`src/rtl/uart_rx_os.sv`:
```
// Oversampling UART receiver: 2-flop input sync, mid-bit sampling on i_tick, framing-error detect.
// Optional parity bit and i_parity_odd port when UART_RX_PARITY_EN is defined.
module uart_rx_os #(
   parameter int unsigned DATA_BITS  = 8,
   parameter int unsigned OVERSAMPLE = 16
) (
   input  logic                 i_Clock,
   input  logic                 i_reset,
   input  logic                 i_tick,
   input  logic                 i_rx,
`ifdef UART_RX_PARITY_EN
   input  logic                 i_parity_odd,
`endif
   output logic [DATA_BITS-1:0] o_data,
   output logic                 o_valid,
   output logic                 o_frame_err,
   output logic                 o_parity_err,
   output logic                 o_busy
);

   localparam int unsigned TW = $clog2(OVERSAMPLE);
   localparam int unsigned BW = $clog2(DATA_BITS + 1);
   localparam logic [TW-1:0] TICK_MID  = TW'(OVERSAMPLE / 2 - 1);
   localparam logic [TW-1:0] TICK_LAST = TW'(OVERSAMPLE - 1);
   localparam logic [BW-1:0] BIT_LAST  = BW'(DATA_BITS - 1);

   typedef enum logic [2:0] {
      StIdle,
      StStart,
      StData,
`ifdef UART_RX_PARITY_EN
      StParity,
`endif
      StStop,
      StBrkWait
   } state_t;

   state_t                r_state, w_state_d;
   logic                  r_rx_meta, r_rx_s;
   logic [TW-1:0]         r_tick_cnt, w_tick_d;
   logic [BW-1:0]         r_bit_cnt, w_bit_d;
   logic [DATA_BITS-1:0]  r_shift, w_shift_d;
   logic [DATA_BITS-1:0]  r_data, w_data_d;
   logic                  r_valid, w_valid_d;
   logic                  r_frame_err, w_ferr_d;
`ifdef UART_RX_PARITY_EN
   logic                  r_par_odd, w_par_odd_d;
   logic                  r_par_bad, w_par_bad_d;
   logic                  r_parity_err, w_perr_d;
`endif

   always_comb begin
      w_state_d = r_state;
      w_tick_d  = r_tick_cnt;
      w_bit_d   = r_bit_cnt;
      w_shift_d = r_shift;
      w_data_d  = r_data;
      w_valid_d = 1'b0;
      w_ferr_d  = 1'b0;
`ifdef UART_RX_PARITY_EN
      w_par_odd_d = r_par_odd;
      w_par_bad_d = r_par_bad;
      w_perr_d    = 1'b0;
`endif
      unique case (r_state)
         StIdle: begin
            if (!r_rx_s) begin
               w_state_d = StStart;
               w_tick_d  = '0;
`ifdef UART_RX_PARITY_EN
               w_par_odd_d = i_parity_odd;
`endif
            end
         end
         StStart: begin
            if (i_tick) begin
               if (r_tick_cnt == TICK_MID) begin
                  w_tick_d  = '0;
                  w_bit_d   = '0;
                  // A high line at mid start bit was a glitch
                  w_state_d = r_rx_s ? StIdle : StData;
               end else begin
                  w_tick_d = r_tick_cnt + 1'b1;
               end
            end
         end
         StData: begin
            if (i_tick) begin
               if (r_tick_cnt == TICK_LAST) begin
                  w_tick_d  = '0;
                  // Shift in from the top so the first bit ends up in bit 0
                  w_shift_d = {r_rx_s, r_shift[DATA_BITS-1:1]};
                  w_bit_d   = r_bit_cnt + 1'b1;
                  if (r_bit_cnt == BIT_LAST) begin
`ifdef UART_RX_PARITY_EN
                     w_state_d = StParity;
`else
                     w_state_d = StStop;
`endif
                  end
               end else begin
                  w_tick_d = r_tick_cnt + 1'b1;
               end
            end
         end
`ifdef UART_RX_PARITY_EN
         StParity: begin
            if (i_tick) begin
               if (r_tick_cnt == TICK_LAST) begin
                  w_tick_d    = '0;
                  w_par_bad_d = r_rx_s ^ (^r_shift) ^ r_par_odd;
                  w_state_d   = StStop;
               end else begin
                  w_tick_d = r_tick_cnt + 1'b1;
               end
            end
         end
`endif
         StStop: begin
            if (i_tick) begin
               if (r_tick_cnt == TICK_LAST) begin
                  w_tick_d = '0;
                  if (r_rx_s) begin
                     w_data_d  = r_shift;
                     w_valid_d = 1'b1;
`ifdef UART_RX_PARITY_EN
                     w_perr_d  = r_par_bad;
`endif
                     w_state_d = StIdle;
                  end else begin
                     w_ferr_d  = 1'b1;
                     w_state_d = StBrkWait;
                  end
               end else begin
                  w_tick_d = r_tick_cnt + 1'b1;
               end
            end
         end
         StBrkWait: begin
            if (r_rx_s) begin
               w_state_d = StIdle;
            end
         end
         default: w_state_d = StIdle;
      endcase
   end

   always_ff @(posedge i_Clock) begin
      if (i_reset) begin
         r_rx_meta   <= 1'b1;
         r_rx_s      <= 1'b1;
         r_state     <= StIdle;
         r_tick_cnt  <= '0;
         r_bit_cnt   <= '0;
         r_shift     <= '0;
         r_data      <= '0;
         r_valid     <= 1'b0;
         r_frame_err <= 1'b0;
`ifdef UART_RX_PARITY_EN
         r_par_odd    <= 1'b0;
         r_par_bad    <= 1'b0;
         r_parity_err <= 1'b0;
`endif
      end else begin
         r_rx_meta   <= i_rx;
         r_rx_s      <= r_rx_meta;
         r_state     <= w_state_d;
         r_tick_cnt  <= w_tick_d;
         r_bit_cnt   <= w_bit_d;
         r_shift     <= w_shift_d;
         r_data      <= w_data_d;
         r_valid     <= w_valid_d;
         r_frame_err <= w_ferr_d;
`ifdef UART_RX_PARITY_EN
         r_par_odd    <= w_par_odd_d;
         r_par_bad    <= w_par_bad_d;
         r_parity_err <= w_perr_d;
`endif
      end
   end

   assign o_data      = r_data;
   assign o_valid     = r_valid;
   assign o_frame_err = r_frame_err;
   assign o_busy      = (r_state != StIdle);
`ifdef UART_RX_PARITY_EN
   assign o_parity_err = r_parity_err;
`else
   assign o_parity_err = 1'b0;
`endif

endmodule

```
`config.mk`:
```
export PLATFORM = sky130hd
export DESIGN_NAME = uart_rx_os
export DESIGN_NICKNAME = d
export VERILOG_FILES = /design/src/rtl/uart_rx_os.sv
export SDC_FILE = /design/constraint.sdc
export NUM_CORES = 1
export LEC_CHECK = 0
export BUFFER_PORTS_ARGS = -buffer_cell sky130_fd_sc_hd__buf_2
export CELL_PAD_IN_SITES_DETAIL_PLACEMENT = 1
export CELL_PAD_IN_SITES_GLOBAL_PLACEMENT = 1
export CORE_MARGIN = 8
export CORE_UTILIZATION = 30
export CTS_CLUSTER_DIAMETER = 200
export DETAILED_ROUTE_END_ITERATION = 10
export PLACE_DENSITY_LB_ADDON = 0.1
export SETUP_SLACK_MARGIN = 0.2
export SLEW_MARGIN = 20
export SYNTH_ARGS = -nofsm -noshare
export SYNTH_HDL_FRONTEND = slang
export SYNTH_SLANG_ARGS = --single-unit
```
`constraint.sdc`:
```
create_clock -name i_Clock -period 2.2 [get_ports i_Clock]
set_input_delay 0.44 -clock i_Clock [delete_from_list [all_inputs] [get_ports i_Clock]]
set_output_delay 0.44 -clock i_Clock [all_outputs]
set_load 0.05 [all_outputs]
```
==> run_results.csv, run 1 <==
group,metric,value,unit
clock_network,post_cts_resized,0,
sta,rsz0062_at_grt,"no",
hold_path,min_from,"i_rx",
yosys,synth_compound_area_share,9.520,%
power,clockPowerShare,43.8,%
sta,fmax,527.5,MHz
power,internal-power,873.9,uW
yosys,synth_top_cell_area_share,44.13,%
global_route,antenna_found_initial,0,
critical_path,crit_chain,"or3_2 > buf_2",
sta,fin_crit,1.896,ns
finish,syn_to_final_growth,12.01,%
clock_network,clk_pin_slew,0.07,ns
sta,holdWs,0.3473,ns
critical_path,crit_required,1.76,ns
die,die_w,84.47,um
global_route,grt_pass1_vias,1169,
finish,final_layout_size_suffix_gt1_share,20.25,%
sta,finalSetupViolations,0,
yosys,synthAdderAreaFrac,1.779,%
hold_path,hp-class,"input port to flop",
power,switching_share,23.03,%
yosys,synth-xor-area-share,1.779,%
placement,io_buffers,14,
outcome,status,"complete, no violations",
drt,routedWlPerCell,14.29,um
power,p_comb_share,5.6,%
clock_network,cts_max_level,2,
sta,relSlewSlack,59.54,%
power,netSwitchingPower,261.5,uW
finish,fin_util,34.03,%
yosys,syn-cell-area,0.001406,mm^2
critical_path,startpoint_type,"flop",
yosys,synth-edff-count,0,
placement,gp_congestion,0.7060,
yosys,muxShareOfSynthArea,13.61,%
yosys,synth_ff_type,"dfxtp_1",
yosys,async_reset_ff_share,0,%
critical_path,r2r_start,"r_state[1]$_SDFFE_PP0P_",
clock_network,cts_tree,"yes",
yosys,syn-mean-instance-area,9.314,um^2
yosys,ys_top_cells_by_area,"dfxtp_1 (44%), mux2i_1 (13%), nor2_1 (6.4%), nand2_1 (2.9%), buf_6 (2.4%)",
finish,regArea,620.6,um^2
sta,finalHoldViolations,0,
die,io_pins,16,
drt,drc,0,
placement,place_inst,209,
power,leakage,0.6590,nW
sta,period_share,86.17,%
clock_network,cts_sinks,31,
global_route,grt_pass1_wl,5540,um
finish,fill_cells,563,
finish,final_common_cell,"dfxtp_1",
die,num_rows,25,
drt,wl,3101,um
sta,setup_tns,0,ns
clock_network,post_cts_buffers,0,
die,die_area,0.007134,mm^2
finish,multi_input_area,701.9,um^2
die,dieHeight,84.47,um
drt,dr.pass1.iters,2,
global_route,overflow,0,
critical_path,r2r_slack,0.39,ns
clock_network,clkLatencyLatePin,0.28,ns
critical_path,cpPeakStageDelay,0.51,ns
sta,tightest_slew,0.6069,ns
sta,fin_ws,0.3044,ns
finish,final_cell_mix,"dfxtp_1 (31), nor2_1 (24), mux2i_1 (18)",
sta,fin_worst_skew,0.005927,ns
finish,nets,168,
critical_path,slowest_stage,"or3_2",
yosys,ys_seq_area_share,44.13,%
power,seq_power_share,50.7,%
clock_network,cts_buffers,5,
critical_path,startpoint,"r_state[1]$_SDFFE_PP0P_",
power,ir_drop,0.0003006,V
finish,diodes,0,
drt,vias,1057,
critical_path,reg2reg_to,"r_shift[4]$_SDFFE_PP0P_",
finish,final_cell_area,0.001575,mm^2
placement,pre_cts_ws,0.3370,ns
die,initial_core_util,30.38,%
power,power_density,720.8,mW/mm^2
critical_path,crit_fanout,13,
yosys,synth_warnings,0,
yosys,synth-simple-area-share,22.95,%
placement,place_hpwl,2137,um
clock_network,hold_buffers,0,
flow_run,maxCapViolations,0,
finish,final_cells,217,
yosys,mappedNetlistNets,157,
critical_path,rr_worst_depth,4,
drt,dr.first_iter.drc_count,44,
critical_path,critPathCaptureType,"primary output",
clock_network,cts_root_buf,"clkbuf_8",
yosys,yosysTopAreaCell,"dfxtp_1",
drt,final_antenna_net_count,0,
yosys,netlist_instances,151,
clock_network,ctsLongestPathBuffers,2,
power,finalPower,1.135,mW
drt,post_drt_via_cell_ratio,4.871,
global_route,grt_use_total,9.653,%
critical_path,crit_arrival,1.46,ns
critical_path,crit_type,"flop to primary output",
global_route,grt_max_degree,34,
die,core-area,0.004629,mm^2
yosys,synth_top_family_by_area,"simple AND/OR/NAND/NOR gates",
yosys,synth-seq-cells,31,
yosys,ys_types,38,
sta,drv_slew,0,
critical_path,crit_end,"o_busy",
placement,dpl-instance-area,0.001475,mm^2
==> worst max-delay path: cells and delay by family (launching register included) <==
kind	cells	cell delay, ns
buffers and inverters	1	0.22
AND/OR/NAND/NOR	1	0.51
flip-flops	1	0.44
==> state kept, by name, indices dropped and copies added, names as in the netlist, 3 cells and up <==
register and count:
o_data 8, r_bit_cnt 4, r_shift 8, r_state 3
r_tick_cnt 4
==> logic make-up after synthesis <==
group	after synthesis
AO/OA/AOI/OAI	21
XOR/XNOR	2
adder cells (fa/ha/maj)	2
buffers and inverters	12
flip-flops	31
multiplexers	19
other	1
AND/OR/NAND/NOR	63
==> how the worst min path moves through the flow <==
stage / to / depth (start not counted)
after global placement: r_rx_s$_SDFF_PP1_ / 1
after global routing: r_rx_meta$_SDFF_PP1_ / 2
final: r_rx_meta$_SDFF_PP1_ / 2
after floorplan: r_rx_s$_SDFF_PP1_ / 1
after detailed placement: r_rx_s$_SDFF_PP1_ / 1
after CTS: r_rx_meta$_SDFF_PP1_ / 2
==> power groups by stage <==
| stage | logic [mW] | clock network [mW] | registers, mW |
|---|---|---|---|
| final | 0.0631 | 0.497 | 0.575 |
| after global routing | 0.0705 | 0.543 | 0.577 |
| after CTS | 0.0637 | 0.521 | 0.575 |
| after detailed placement | 0.0635 | 0 | 0.588 |
| after global placement | 0.0635 | 0 | 0.588 |
| after floorplan | 0.0600 | 0 | 0.581 |
==> cell type report <==
cell class / count / area share (%)
well taps: 54 / 4.289
multi-input cells: 108 / 44.56
repair buffers: 16 / 5.401
flip-flops and latches: 31 / 39.40
clock buffers: 8 / 6.354
==> Yosys cell counts (2+ instances only) <==
master / instances
nor3b_1: 2
a31oi_1: 2
or3_1: 2
ha_1: 2
nor3_1: 3
a21oi_1: 6
or2_2: 2
dfxtp_1: 31
mux2i_1: 18
and2_1: 4
buf_4: 4
clkbuf_1: 4
nand2_1: 11
nand3_1: 3
o41ai_1: 2
nand4_1: 2
o21ai_0: 5
buf_6: 3
nor2b_1: 2
nor2_1: 24
a21o_1: 2
==> per-layer routing <==
layer | vias up | GRT usage [%] | wire length [um]
li1 | 540 | - | -
met5 | - | 0 | 0
met2 | 13 | 15.19 | 1410
met4 | 0 | 5.340 | 65
met3 | 8 | 3.317 | 109
met1 | 496 | 11.20 | 1515
(Power assumes the default switching activity.)
==> run 2: changes to the inputs <==
- ABC_AREA: not set -> 1
==> run 2 against run 1 <==
Compared with the run above: synthesized cell count increased by 21%; critical endpoint is now o_data[3]$_SDFFE_PP0P_; utilization rose by 1.7 points; sequential share of layout area grew 1.1 points; synthesized area down 6.4%; hold slack worse by 0.0040 ns; fmax rose by 12%; via count grew 12%; critical path type is now flop to flop; power rose by 29%; wire length is 8.9% higher; final cell count rose by 17%; global-route usage up 1.8 points; clock skew fell by 0.0040 ns.
==> run_results.csv, run 2 <==
group,metric,value,unit
outcome,status,"complete, no violations",
critical_path,cpPeakStageDelay,0.38,ns
die,num_rows,24,
die,die_area,0.006763,mm^2
power,leakage,0.7590,nW
yosys,yosys-top-cells-count,"nor2_1 (47), nand2_1 (32), dfxtp_1 (31)",
placement,place_inst,246,
finish,final_cell_mix,"nor2_1 (47), nand2_1 (32), dfxtp_1 (31)",
clock_network,clk_pin_slew,0.06,ns
drt,drc,0,
sta,fmax,592.4,MHz
drt,routedWlPerCell,13.35,um
yosys,mappedNetlistNets,188,
critical_path,r2r_slack,0.51,ns
critical_path,crit_arrival,1.85,ns
drt,wl,3378,um
drt,post_drt_via_cell_ratio,4.672,
clock_network,cts_buffers,5,
placement,gp_congestion,0.7328,
sta,fin_worst_skew,0.001879,ns
yosys,ys_seq_area_share,47.15,%
global_route,grt_pass1_wl,5802,um
critical_path,reg2reg_to,"o_data[3]$_SDFFE_PP0P_",
drt,dr.pass1.iters,4,
finish,fin_util,35.72,%
yosys,syn-cell-area,0.001316,mm^2
clock_network,cts_root_buf,"clkbuf_8",
power,power_density,954.9,mW/mm^2
power,finalPower,1.465,mW
placement,place_hpwl,2610,um
placement,io_buffers,14,
flow_run,maxCapViolations,0,
drt,final_antenna_net_count,0,
clock_network,ctsLongestPathBuffers,2,
yosys,synth_top_family_by_area,"simple AND/OR/NAND/NOR gates",
sta,finalSetupViolations,0,
global_route,grt_use_total,11.41,%
clock_network,post_cts_resized,0,
critical_path,critPathCaptureType,"flop",
clock_network,cts_tree,"yes",
yosys,syn-mean-instance-area,7.232,um^2
critical_path,r2r_start,"r_tick_cnt[0]$_SDFFE_PP0P_",
critical_path,crit_fanout,9,
global_route,grt_max_degree,20,
die,die_w,82.24,um
clock_network,cts_sinks,31,
yosys,synth-xor-area-share,0.6654,%
yosys,ys_types,23,
critical_path,crit_type,"flop to flop",
critical_path,slowest_stage,"dfxtp_1",
yosys,async_reset_ff_share,0,%
yosys,muxShareOfSynthArea,0,%
critical_path,crit_end,"o_data[3]$_SDFFE_PP0P_",
sta,holdWs,0.3433,ns
yosys,yosysTopAreaCell,"dfxtp_1",
drt,dr.first_iter.drc_count,29,
yosys,synth-simple-area-share,31.75,%
sta,period_share,76.73,%
critical_path,startpoint,"r_tick_cnt[0]$_SDFFE_PP0P_",
drt,vias,1182,
yosys,synth-edff-count,0,
critical_path,critPathTopFamily,"simple AND/OR/NAND/NOR gates",
global_route,overflow,0,
clock_network,hold_buffers,0,
die,initial_core_util,30.65,%
power,ir_drop,0.0002689,V
critical_path,rr_worst_depth,6,
finish,final_common_cell,"nor2_1",
clock_network,clkLatencyLatePin,0.28,ns
die,dieHeight,82.24,um
clock_network,post_cts_buffers,0,
global_route,grt_pass1_vias,1289,
yosys,synth.most_common_cell,"nor2_1",
critical_path,crit_cells,6,
finish,syn_to_final_growth,16.54,%
clock_network,cts_max_level,2,
yosys,synth-seq-cells,31,
finish,fill_cells,560,
finish,nets,207,
finish,final_cells,253,
sta,rsz0062_at_grt,"no",
yosys,synth_ff_type,"dfxtp_1",
critical_path,worst-path-buf-inv,1,
yosys,synth_compound_area_share,11.60,%
sta,fin_crit,1.688,ns
hold_path,hp-class,"input port to flop",
yosys,synth_top_cell_area_share,47.15,%
yosys,synth_warnings,0,
sta,drv_slew,0,
yosys,netlist_instances,182,
yosys,synthAdderAreaFrac,1.901,%
global_route,antenna_found_initial,0,
critical_path,crit_chain,"ha_1 > nand4_4 > nor3_4 > inv_2 > nor2_1 > nor2_1",
finish,diodes,0,
critical_path,startpoint_type,"flop",
die,core-area,0.004294,mm^2
sta,finalHoldViolations,0,
sta,setup_tns,0,ns
critical_path,crit_required,2.37,ns
die,io_pins,16,
yosys,ys_top_cells_by_area,"dfxtp_1 (47%), nor2_1 (13%), nand2_1 (9.1%), o21ai_0 (7.6%), inv_1 (4.3%)",
critical_path,timing.critical_path.mode_cell,"nor2_1",
finish,final_layout_size_suffix_gt1_share,14.43,%
run 2: final cells by class:
| class | instances | area, um^2 | area share (%) |
|---|---|---|---|
| inverters | 16 | 60.06 | 3.915 |
| flip-flops and latches | 31 | 620.6 | 40.46 |
| multi-input cells | 130 | 608.1 | 39.64 |
| clock buffers | 6 | 82.58 | 5.383 |
| clock inverters | 1 | 5.005 | 0.3263 |
| well taps | 52 | 65.06 | 4.241 |
| repair buffers | 17 | 92.59 | 6.036 |
run 2: kinds of logic after synthesis:
family / count (synthesis)
buffers and inverters: 21
XOR/XNOR: 1
adder cells (fa/ha/maj): 2
AO/OA/AOI/OAI: 30
AND/OR/NAND/NOR: 96
other: 1
flip-flops: 31
run 2: per-layer routing:
layer / part of all wire, % / GRT usage, % / vias to the layer above
met1: 42 / 11.10 / 544
met3: 4.0 / 4.221 / 6
met5: 0 / 0 / -
met2: 52 / 20.91 / 12
li1: - / - / 620
met4: 1.9 / 5.263 / 0
run 2: how the worst min path moves through the flow:
stage | from | to | slack, ns | depth (start not counted)
detailed placement | r_rx_meta$_SDFF_PP1_ | r_rx_s$_SDFF_PP1_ | 0.40 | 1
floorplan | r_rx_meta$_SDFF_PP1_ | r_rx_s$_SDFF_PP1_ | 0.39 | 1
finish | i_rx | r_rx_meta$_SDFF_PP1_ | 0.34 | 2
CTS | i_rx | r_rx_meta$_SDFF_PP1_ | 0.33 | 2
global route | i_rx | r_rx_meta$_SDFF_PP1_ | 0.35 | 2
global placement | r_rx_meta$_SDFF_PP1_ | r_rx_s$_SDFF_PP1_ | 0.41 | 1
run 2: power breakdown:
group / leakage [nW] / switching (mW) / internal, mW
combinational: 0.462 / 0.298 / 0.105
sequential: 0.250 / 0.0279 / 0.589
clock: 0.0470 / 0.200 / 0.245
total: 0.759 / 0.526 / 0.939
run 2: worst reg2reg max path: stages (launching register included):
cell     delay [ns]
dfxtp_1        0.38
ha_1           0.34
nand4_4        0.18
nor3_4         0.35
inv_2          0.15
nor2_1         0.12
nor2_1         0.06
run 2: per-stage QoR:
| step | setup WS (ns) | area, um^2 |
|---|---|---|
| 3_5_place_dp | 0.5129 | 1446 |
| 2_1_floorplan | 0.7828 | 1316 |
| 4_1_cts | 0.4920 | 1534 |
| 6_report | 0.5120 | 1534 |
| 5_1_grt | 0.3041 | 1534 |
| 3_3_place_gp | 0.5971 | 1446 |
